## config.mk

```make
export PLATFORM = sky130hd
export DESIGN_NAME = bin_img_packer
export DESIGN_NICKNAME = d
export VERILOG_FILES = /design/src/rtl/bin_img_packer_pkg.sv /design/src/rtl/bin_word_fifo.sv /design/src/rtl/bin_img_packer.sv
export SDC_FILE = /design/constraint.sdc
export NUM_CORES = 1
export LEC_CHECK = 0
export CAP_MARGIN = 20
export CORE_UTILIZATION = 54
export CTS_CLUSTER_DIAMETER = 60
export CTS_CLUSTER_SIZE = 16
export DETAILED_ROUTE_END_ITERATION = 8
export DONT_BUFFER_PORTS = 1
export PLACE_DENSITY = 0.69
export SLEW_MARGIN = 5
export SYNTH_ARGS = -nofsm -noshare
export SYNTH_HDL_FRONTEND = slang
export SYNTH_SLANG_ARGS = --single-unit
```

## constraint.sdc

```tcl
create_clock -name clk -period 5.2 [get_ports clk]
set_input_delay 0.52 -clock clk [delete_from_list [all_inputs] [get_ports clk]]
set_output_delay 0.52 -clock clk [all_outputs]
set_load 0.03 [all_outputs]
```

## src/rtl/bin_img_packer_pkg.sv

```systemverilog
// Shared definitions for the binary image packer.
//   state_t : packer FSM encoding (IDLE / ACTIVE / FLUSH)
//   WORD_W  : packed word width (pixels per word)
//   ADDR_W  : word address width
package bin_img_packer_pkg;

  localparam int WORD_W = 16;
  localparam int ADDR_W = 16;

  typedef enum logic [1:0] {
    ST_IDLE   = 2'd0,
    ST_ACTIVE = 2'd1,
    ST_FLUSH  = 2'd2
  } state_t;

endpackage

```

## src/rtl/bin_word_fifo.sv

```systemverilog
// Synchronous FIFO carrying packed {addr,data} words to the write port.
// Ports:
//   clk, rst_n : clock, asynchronous active-low reset (clears pointers and storage)
//   push, din  : write request and data; ignored when full unless a pop happens
//                in the same cycle (then both succeed)
//   pop        : read request; ignored when empty
//   dout       : head entry (zero after reset)
//   full/empty : occupancy status
// DEPTH must be a power of two and at least 2.
module bin_word_fifo #(
  parameter int DEPTH = 4,
  parameter int W     = 32
) (
  input  logic         clk,
  input  logic         rst_n,
  input  logic         push,
  input  logic [W-1:0] din,
  input  logic         pop,
  output logic [W-1:0] dout,
  output logic         full,
  output logic         empty
);

  localparam int AW = $clog2(DEPTH);

  // One extra pointer bit distinguishes full from empty.
  logic [AW:0]  wr_ptr;
  logic [AW:0]  rd_ptr;
  logic [W-1:0] mem [DEPTH];
  logic         do_push;
  logic         do_pop;

  assign empty   = (wr_ptr == rd_ptr);
  assign full    = (wr_ptr[AW] != rd_ptr[AW]) && (wr_ptr[AW-1:0] == rd_ptr[AW-1:0]);
  assign do_pop  = pop && !empty;
  // When full, the slot being written is the one being popped this cycle.
  assign do_push = push && (!full || do_pop);
  assign dout    = mem[rd_ptr[AW-1:0]];

  always_ff @(posedge clk or negedge rst_n) begin
    if (!rst_n) begin
      wr_ptr <= '0;
      rd_ptr <= '0;
      for (int i = 0; i < DEPTH; i++) mem[i] <= '0;
    end else begin
      if (do_push) begin
        mem[wr_ptr[AW-1:0]] <= din;
        wr_ptr <= wr_ptr + {{AW{1'b0}}, 1'b1};
      end
      if (do_pop) rd_ptr <= rd_ptr + {{AW{1'b0}}, 1'b1};
    end
  end

endmodule

```

## src/rtl/bin_img_packer.sv

```systemverilog
// Packs a binary (1 bit per pixel) video stream into 16-bit words and
// presents them on a valid/ready write port with a word address.
// Ports:
//   clk, rst_n                 : pixel clock, asynchronous active-low reset
//   per_frame_vsync/href/clken : frame valid, line valid, pixel strobe
//   per_img_Bit                : binary pixel
//   wr_valid/wr_ready          : output handshake
//   wr_data/wr_addr            : packed word (bit 0 = leftmost pixel), word index
//   frame_done                 : one-cycle pulse when a frame has fully drained
//   line_err/frame_err/overflow: sticky error flags, cleared at frame start
//   state_dbg                  : current FSM state
// Handshake: a word transfers on every rising clk edge where wr_valid and
// wr_ready are both 1; while wr_valid=1 and wr_ready=0, wr_data and wr_addr
// hold steady, and wr_valid never drops without a transfer.
module bin_img_packer
  import bin_img_packer_pkg::*;
#(
  parameter logic [10:0] IMG_HDISP  = 11'd1024,
  parameter logic [9:0]  IMG_VDISP  = 10'd720,
  parameter int          FIFO_DEPTH = 4
) (
  input  logic              clk,
  input  logic              rst_n,
  input  logic              per_frame_vsync,
  input  logic              per_frame_href,
  input  logic              per_frame_clken,
  input  logic              per_img_Bit,
  output logic              wr_valid,
  input  logic              wr_ready,
  output logic [WORD_W-1:0] wr_data,
  output logic [ADDR_W-1:0] wr_addr,
  output logic              frame_done,
  output logic              line_err,
  output logic              frame_err,
  output logic              overflow,
  output logic [1:0]        state_dbg
);

  state_t              state;
  // Input registers; all edge detection and pixel capture work on these.
  logic                vs_r, vs_rr, vs_rrr;
  logic                hr_r, hr_rr;
  logic                ce_r, bit_r;

  logic [10:0]         pix_cnt;
  logic [9:0]          line_cnt;
  logic [ADDR_W-1:0]   addr_cnt;
  logic [WORD_W-1:0]   acc;
  logic                pend_start;

  // Staging register between the accumulator and the FIFO.
  logic                push_q;
  logic [WORD_W-1:0]   push_data;
  logic [ADDR_W-1:0]   push_addr;

  logic                vs_rise, vs_fall, line_end, pix_take;
  logic [WORD_W-1:0]   acc_next;
  logic [9:0]          lines_at_fall;
  logic                fifo_full, fifo_empty, fifo_pop;
  logic [ADDR_W+WORD_W-1:0] fifo_dout;

  assign vs_rise  = vs_r & ~vs_rr;
  // The falling edge is qualified one stage later than the rising edge, so a
  // one-cycle vsync drop followed by a rise reaches ACTIVE as a rise (frame
  // restart) with rise taking priority, rather than ending the frame.
  assign vs_fall  = ~vs_rr & vs_rrr;
  assign line_end = hr_rr & ~hr_r;
  assign pix_take = hr_r & ce_r;

  always_comb begin
    acc_next = acc;
    acc_next[pix_cnt[3:0]] = bit_r;
  end

  // Line end and vsync fall can coincide; count the closing line first.
  assign lines_at_fall = line_end ? (line_cnt + 10'd1) : line_cnt;

  assign wr_valid  = ~fifo_empty;
  assign fifo_pop  = wr_valid & wr_ready;
  assign wr_addr   = fifo_dout[ADDR_W+WORD_W-1:WORD_W];
  assign wr_data   = fifo_dout[WORD_W-1:0];
  assign state_dbg = state;

  bin_word_fifo #(
    .DEPTH(FIFO_DEPTH),
    .W    (ADDR_W + WORD_W)
  ) u_fifo (
    .clk  (clk),
    .rst_n(rst_n),
    .push (push_q),
    .din  ({push_addr, push_data}),
    .pop  (fifo_pop),
    .dout (fifo_dout),
    .full (fifo_full),
    .empty(fifo_empty)
  );

  always_ff @(posedge clk or negedge rst_n) begin
    if (!rst_n) begin
      state      <= ST_IDLE;
      vs_r       <= 1'b0;
      vs_rr      <= 1'b0;
      vs_rrr     <= 1'b0;
      hr_r       <= 1'b0;
      hr_rr      <= 1'b0;
      ce_r       <= 1'b0;
      bit_r      <= 1'b0;
      pix_cnt    <= '0;
      line_cnt   <= '0;
      addr_cnt   <= '0;
      acc        <= '0;
      pend_start <= 1'b0;
      push_q     <= 1'b0;
      push_data  <= '0;
      push_addr  <= '0;
      frame_done <= 1'b0;
      line_err   <= 1'b0;
      frame_err  <= 1'b0;
      overflow   <= 1'b0;
    end else begin
      vs_r       <= per_frame_vsync;
      vs_rr      <= vs_r;
      vs_rrr     <= vs_rr;
      hr_r       <= per_frame_href;
      hr_rr      <= hr_r;
      ce_r       <= per_frame_clken;
      bit_r      <= per_img_Bit;
      push_q     <= 1'b0;
      frame_done <= 1'b0;

      // A staged word meeting a full FIFO with no pop is lost.
      if (push_q && fifo_full && !fifo_pop) overflow <= 1'b1;

      case (state)
        ST_IDLE: begin
          if (vs_rise || pend_start) begin
            state      <= ST_ACTIVE;
            pend_start <= 1'b0;
            pix_cnt    <= '0;
            line_cnt   <= '0;
            addr_cnt   <= '0;
            acc        <= '0;
            line_err   <= 1'b0;
            frame_err  <= 1'b0;
            overflow   <= 1'b0;
          end
        end

        ST_ACTIVE: begin
          if (vs_rise) begin
            // Restart mid-frame: partial word is discarded.
            frame_err <= 1'b1;
            pix_cnt   <= '0;
            line_cnt  <= '0;
            addr_cnt  <= '0;
            acc       <= '0;
          end else begin
            if (pix_take) begin
              if (pix_cnt < IMG_HDISP) begin
                pix_cnt <= pix_cnt + 11'd1;
                if (pix_cnt[3:0] == 4'hF) begin
                  push_q    <= 1'b1;
                  push_data <= acc_next;
                  push_addr <= addr_cnt;
                  addr_cnt  <= addr_cnt + 1'b1;
                  acc       <= '0;
                end else begin
                  acc <= acc_next;
                end
              end else begin
                line_err <= 1'b1;
              end
            end
            if (line_end) begin
              line_cnt <= line_cnt + 10'd1;
              if (pix_cnt != IMG_HDISP) line_err <= 1'b1;
              // Unused upper bits of acc are already zero.
              if (pix_cnt[3:0] != 4'h0) begin
                push_q    <= 1'b1;
                push_data <= acc;
                push_addr <= addr_cnt;
                addr_cnt  <= addr_cnt + 1'b1;
              end
              acc     <= '0;
              pix_cnt <= '0;
            end
            if (vs_fall) begin
              state <= ST_FLUSH;
              if (lines_at_fall != IMG_VDISP) frame_err <= 1'b1;
            end
          end
        end

        ST_FLUSH: begin
          if (vs_rise) pend_start <= 1'b1;
          if (fifo_empty && !push_q) begin
            state      <= ST_IDLE;
            frame_done <= 1'b1;
          end
        end

        default: state <= ST_IDLE;
      endcase
    end
  end

endmodule

```

==> results of run 1 <==
==> metrics by stage <==
| step | area [µm²] | setup WS (ps) | power (W) | hold WS [ps] | std cells |
|---|---|---|---|---|---|
| floorplan | 11400 | 3270 | 0.00330 | 224 | 864 |
| CTS | 12000 | 2320 | 0.00506 | -293 | 1121 |
| global route | 12000 | 2060 | 0.00526 | -299 | 1123 |
| detailed placement | 11400 | 2370 | 0.00357 | 239 | 1092 |
| finish | 12000 | 2390 | 0.00501 | -272 | 1123 |
| global placement | 11400 | 2410 | 0.00355 | 241 | 1092 |
==> layer usage <==
metal  global-route usage  part of all wire
met5                    0                 0
met4               0.0454             0.017
met3               0.0309             0.037
met2                0.308              0.43
met1                0.327              0.51
==> synth_stat cells, types with 2 or more instances <==
cell type / n
xnor2_1: 10
and4_1: 3
a21o_1: 2
o22ai_1: 2
mux2_2: 11
nand3b_1: 12
nor3_1: 8
o32ai_1: 2
and3_1: 7
nor3b_1: 3
buf_4: 2
a21oi_1: 25
nand2b_1: 6
mux2i_1: 15
nand2_8: 4
o21ai_0: 35
buf_12: 12
nand3_2: 2
or3_1: 2
mux2_4: 119
nand3_1: 14
nor2b_1: 4
ha_1: 11
nand4_1: 16
mux4_2: 30
buf_2: 13
dfrtp_1: 234
nor4_1: 3
clkbuf_1: 16
mux4_1: 2
inv_1: 13
nor2_1: 51
xor2_1: 21
nor4b_1: 2
o31ai_1: 16
and2_1: 4
a31oi_1: 6
nand2_1: 103
==> worst max-delay path by stage <==
stage / startpoint / end / slack, ps
2_1_floorplan: u_fifo.rd_ptr[0]$_DFFE_PN0P_ / wr_addr[10] / 3270
3_3_place_gp: pix_cnt[3]$_DFFE_PN0P_ / push_data[10]$_DFFE_PN0P_ / 2410
3_5_place_dp: pix_cnt[3]$_DFFE_PN0P_ / push_data[12]$_DFFE_PN0P_ / 2370
4_1_cts: u_fifo.rd_ptr[0]$_DFFE_PN0P_ / wr_data[15] / 2320
5_1_grt: pix_cnt[3]$_DFFE_PN0P_ / push_data[10]$_DFFE_PN0P_ / 2060
6_report: pix_cnt[3]$_DFFE_PN0P_ / push_data[9]$_DFFE_PN0P_ / 2390
==> flip-flops by register name, indices dropped and copies added, names as in the netlist, 2 cells and up <==
register and flops:
pix_cnt 11, u_fifo.wr_ptr 3, u_fifo.mem 128, addr_cnt 16, acc 16, line_cnt 10
push_addr 16, push_data 16, u_fifo.rd_ptr 3, state_dbg 2
==> worst max-delay path, stage by stage (launching register included) <==
cell     delay (ps)
dfrtp_1         750
nand3_2         340
o22ai_4         490
nand2_2         340
inv_2           550
nor2_1          100
a21oi_1         140
==> report_power, final <==
group	internal (W)	total, W	leakage (nW)	switching [W]
Combinational	0.000499	0.00123	2.40	0.000730
Clock	0.000800	0.00147	0.304	0.000672
Sequential	0.00205	0.00231	3.20	0.000258
Total	0.00335	0.00501	5.90	0.00166
==> cell type report <==
cell class                      count  area [µm²]  area share
Sequential cell                   234        5860       0.488
Multi-Input combinational cell    570        5090       0.424
Clock buffer                       23         542      0.0451
Tap cell                          270         338      0.0281
Clock inverter                      6        82.6     0.00688
Inverter                           14        52.6     0.00438
Timing Repair Buffer                6        45.0     0.00375
==> kinds of logic after synthesis <==
group                    Yosys count
XOR/XNOR                          31
flip-flops                       234
adder cells (fa/ha/maj)           11
AO/OA/AOI/OAI                     98
AND/OR/NAND/NOR                  253
buffers and inverters             60
multiplexers                     177
==> summary.md, run 1 <==
| Metric | Value |
|---|---|
| CP Launch Type | flip-flop |
| Die Y | 147 µm |
| Initial antenna violation count | 0 |
| Pre-antenna DRT Iters | 4 |
| Post-route ant nets | 0 |
| Routability cong. | 0.783 |
| DR vias | 6523 |
| Core area | 20500 µm² |
| Synthesized cell area | 11400 µm² |
| R2R depth | 6 |
| Initial core utilization | 0.557 |
| Outcome | finished with violations |
| Final nets | 864 |
| Cell taking the most area after synthesis | dfrtp_1 |
| Setup TNS | 0 ps |
| Largest family of logic cells by synthesized area | multiplexers |
| Synth Register Bits | approximately 230 |
| Max-Cap Viols | 0 |
| Final setup fails | 0 |
| Skew final | between 20 and 25 ps |
| Critical Path RT | 5620 ps |
| Worst Hold Class | in2async |
| H-tree depth | 1 |
| Seq/Total Area, Yosys | 0.513 |
| Synth Area in Compound Gates | 0.0524 |
| I/O Buffers | 0 |
| GRT Total Usage | 0.209 |
| WHS | -272 ps |
| Grt total ovfl | 0 |
| Root Driver | clkbuf_16 |
| Final hold violations | about 230 |
| Io pins | 46 |
| Min Tclk post-route | 2810 ps |
| Failing checks | hold timing |
| Post-DR vias/cell | 5.81 |
| Final period util | 0.541 |
| RSZ-0062 raised after global routing | no |
| Clk buf depth | 3 |
| Cts bufs inserted | 20 |
| Crit. End Element | flip-flop |
| Simple-gate portion of the synthesized area | 0.114 |
| Most common cell after layout, fill and taps aside | dfrtp_1 |
| Number of synthesized flops with an enable pin | 0 |
| N_diodes | 0 |
| Die Footprint | 21700 µm² |
| Synthesized area per cell | 13.2 µm² |
| First-pass GRT wire length | 36500 µm |
| Max-slew violation count | 0 |
| Post-synthesis adder-cell area fraction | 0.0121 |
| PD cells | 417 nW/µm² |
| Synth area leaders | dfrtp_1, mux2_4, mux4_2 |
| Area grow syn2layout | 5.24% |
| Synthesized instance count | 864 |
| Most frequent cells in the layout | dfrtp_1, mux2_4, nand2_1 |
| VDD IR max | between 0.3 and 0.4 mV |
| Final Routed Wirelength | between 20000 and 25000 µm |
| Reg2Reg Setup Slack | ~2400 ps |
| Worst-Margin Slew | a little under 1000 ps |
| Wire length per cell | 19.3 µm |
| Syn Nets | 882 |
| Clock Latency Late Sink | 510 ps |
| CP arrival | about 3200 ps |
| Detailed Place HPWL | 13000 µm |
| Starting DRC count in detailed routing | roughly 390 |
| # DRC | 0 |
| Mux share of post-synthesis cell area | 0.244 |
| Post-CTS Repair Setup Buffers | 0 |
| CTS clock-pin slew for the worst setup and hold paths | 70 ps |
| Resized Gates After CTS | 0 |
| Post-synth top area share | 0.513 |
| Max Clock Freq | 356 MHz |
| CTS sink count | 234 |
| YS warnings | 0 |
| Worst flop-to-flop path startpoint | pix_cnt[3]$_DFFE_PN0P_ |
| Filler Cells Inserted | 1605 |
| Final core utilization | 0.586 |
| Fraction of layout cells with a size suffix above 1 | 0.249 |
| Post-synth cell types | 61 |
| Xor/xnor cell area share of the yosys netlist | 0.0238 |
| Largest net degree at the start of global routing | between 200 and 250 |
| Vias in the first global route | 6648 |
| Main synth FF type | dfrtp_1 |
| Type of the worst setup path | reg2reg |
| Crit-path max FO | 33 |
| Cell row count | between 50 and 60 |
| R2r endpoint | push_data[9]$_DFFE_PN0P_ |
| Headroom to the max-slew limit | 0.339 |
| Fraction of registers with async set/reset | 1.00 |
| Die Span X | 147 µm |
| CTS tree | done |
| Leak | 5.90 nW |
(Power assumes the default switching activity.)
==> run 2, diff against run 1 <==
--- a/config.mk
+++ b/config.mk
@@ -5,13 +5,14 @@
 export SDC_FILE = /design/constraint.sdc
 export NUM_CORES = 1
 export LEC_CHECK = 0
+export ABC_AREA = 1
 export CAP_MARGIN = 20
 export CORE_UTILIZATION = 54
 export CTS_CLUSTER_DIAMETER = 60
 export CTS_CLUSTER_SIZE = 16
 export DETAILED_ROUTE_END_ITERATION = 8
 export DONT_BUFFER_PORTS = 1
-export PLACE_DENSITY = 0.69
+export PLACE_DENSITY = 0.72
 export SLEW_MARGIN = 5
 export SYNTH_ARGS = -nofsm -noshare
 export SYNTH_HDL_FRONTEND = slang
==> constraint.sdc (replaced) <==
create_clock -name clk -period 2.45 [get_ports clk]
set_input_delay 0.245 -clock clk [delete_from_list [all_inputs] [get_ports clk]]
set_output_delay 0.245 -clock clk [all_outputs]
set_load 0.03 [all_outputs]
==> summary.md, run 2 <==
| Metric | Value |
|---|---|
| Outcome | finished with violations |
| Failing checks | hold timing |
| Syn Nets | 1398 |
| I/O Buffers | 0 |
| Cell row count | 52 |
| Detailed Place HPWL | 16200 µm |
| Crit path from | u_fifo.rd_ptr[0]$_DFFE_PN0P_ |
| Max Clock Freq | slightly above 400 MHz |
| Synth area leaders | dfrtp_1, nand2_1, o21ai_0 |
| Synthesized instance count | 1380 |
| Placed cell area | between 10000 and 15000 µm² |
| Overall power | 0.0133 W |
| Reg2Reg Setup Slack | 300 ps |
| Post-CTS Hold Buffers | 5 |
| RSZ-0062 raised after global routing | no |
| Worst flop-to-flop path startpoint | state_dbg[0]$_DFFE_PN0P_ |
| First-pass GRT wire length | 45000 µm |
| Final instance area | 12300 µm² |
| Clock Latency Late Sink | 510 ps |
| Die Y | 146 µm |
| Crit. End Element | output port |
| Type of the worst setup path | reg2out |
| Initial core utilization | 0.554 |
| Pre-antenna DRT Iters | 6 |
| # DRC | 0 |
| Final hold violations | around 230 |
| Final core utilization | 0.606 |
| Headroom to the max-slew limit | 0.442 |
| Core area | 20300 µm² |
| Synth Register Bits | 234 |
| Wire length per cell | roughly 16 µm |
| CP arrival | approximately 2200 ps |
| WHS | -564 ps |
| Min Tclk post-route | 2410 ps |
| Critical Path RT | 2200 ps |
| Post-DR vias/cell | 5.63 |
| R2r endpoint | pix_cnt[7]$_DFFE_PN0P_ |
| CTS tree | done |
| Post-route ant nets | 0 |
| Worst-Margin Slew | 837 ps |
| Io pins | 46 |
| Die Span X | 146 µm |
| Routability cong. | 0.814 |
| Filler Cells Inserted | 1792 |
| Max-slew violation count | 0 |
| DR vias | between 9000 and 10000 |
| Fraction of registers with async set/reset | 1.00 |
| Fraction of layout cells with a size suffix above 1 | 0.0913 |
| Setup crit end | wr_addr[6] |
| Crit-path max FO | 38 |
| Final period util | 0.984 |
| Synthesized area per cell | 8.14 µm² |
| Synthesized cell area | 11200 µm² |
| Most frequent cells in the layout | nand2_1, o21ai_0, dfrtp_1 |
| Number of synthesized flops with an enable pin | 0 |
| CP Launch Type | flip-flop |
| PD cells | between 1000 and 1500 nW/µm² |
| Leak | 6.17 nW |
| YS warnings | 0 |
| Main synth FF type | dfrtp_1 |
| N_diodes | 0 |
| Root Driver | clkbuf_16 |
| H-tree depth | 1 |
| Final Routed Wirelength | 26900 µm |
| Worst Hold Class | in2async |
| Vias in the first global route | 8967 |
| CTS clock-pin slew for the worst setup and hold paths | 70 ps |
| Largest net degree at the start of global routing | 235 |
| Top reg by flops | u_fifo.mem |
| Top cells by count, synth | nand2_1, o21ai_0, dfrtp_1 |
| Seq/Total Area, Yosys | 0.521 |
| Most common cell after layout, fill and taps aside | nand2_1 |
| Setup TNS | 0 ps |
| GRT Total Usage | 0.257 |
| Cts bufs inserted | 20 |
| Area grow syn2layout | 9.50% |
| Final setup fails | 0 |
| Clk buf depth | 3 |
| R2R depth | 8 |
| Skew final | 18.9 ps |
| Initial antenna violation count | 0 |
| Cell taking the most area after synthesis | dfrtp_1 |
| Starting DRC count in detailed routing | 728 |
| Max FFs per register | around 130 |
| Post-CTS Repair Setup Buffers | 0 |
| VDD IR max | 0.898 mV |
| Post-synth top area share | 0.521 |
| Max-Cap Viols | 0 |
| Count leader, synth | nand2_1 |
| Final nets | ~1400 |
| Grt total ovfl | 0 |
| Die Footprint | 21400 µm² |
| Post-synth cell types | 43 |
| CTS sink count | 234 |
## run 2: changes by cell type after synthesis, moves of 30 or more
cell / before / now
nor2_1: 51 / 97
mux4_2: 30 / 0
o21ai_0: 35 / 247
o22ai_1: 2 / 53
nand3_1: 14 / 54
mux2_4: 119 / 0
nand2_1: 103 / 392
inv_1: 13 / 80
## run 2: layout make-up
cell class	instances	area (µm²)	area share
repair buffers	60	482	0.0391
inverters	93	355	0.0289
well taps	270	338	0.0275
clock buffers	24	557	0.0453
multi-input cells	975	4650	0.378
clock inverters	5	67.6	0.00549
flip-flops and latches	234	5860	0.476
## run 2: cells by family (layout without fill, tap and decap cells)
logic type / Yosys count / after routing / share of synthesized area
buf+inv: 171 / 182 / 0.0657
xor+xnor: 8 / 8 / 0.00624
compound gates: 361 / 361 / 0.171
fa+ha+maj: 11 / 11 / 0.0122
flops: 234 / 234 / 0.521
simple gates: 595 / 595 / 0.224
## run 2: power by group
group	total [W]	internal (W)	leakage, nW	switching (W)
combinational	0.00514	0.00158	2.67	0.00355
sequential	0.00498	0.00438	3.19	0.000595
clock	0.00315	0.00173	0.307	0.00142
## run 2: worst max-delay path, cell delays in order (launching register included)
cell and delay, ps:
dfrtp_2 370, buf_4 330, buf_8 290, o21ai_0 140
o22ai_1 280, buf_4 220
## run 2: how the worst min path moves through the flow
stage / start / end / slack, ps / cells past startpoint
floorplan: rst_n / acc[0]$_DFFE_PN0P_ / -50 / 0
global placement: rst_n / u_fifo.mem[8]$_DFFE_PN0P_ / -40 / 0
detailed placement: rst_n / u_fifo.mem[7]$_DFFE_PN0P_ / -40 / 0
CTS: rst_n / state_dbg[0]$_DFFE_PN0P_ / -570 / 0
global route: rst_n / u_fifo.mem[8]$_DFFE_PN0P_ / -580 / 0
finish: rst_n / u_fifo.mem[8]$_DFFE_PN0P_ / -560 / 0
## run 2: through the flow
stage	setup slack (ps)	cells
6_report	40.4	1661
2_1_floorplan	458	1380
3_5_place_dp	312	1627
5_1_grt	13.9	1661
3_3_place_gp	361	1627
4_1_cts	42.1	1661
## run 2: routing by layer
layer	vias up	GRT usage	share of wire
met3	44	0.0372	0.054
met1	4481	0.367	0.47
met5	-	0	0
li1	4563	-	-
met4	0	0.0766	0.021
met2	261	0.409	0.46
## run 2: timing repair
item,CTS,global route
cloned,0,0
hold endpoints to repair,241,234
gates resized for setup,2,3
setup endpoints to repair,6,11
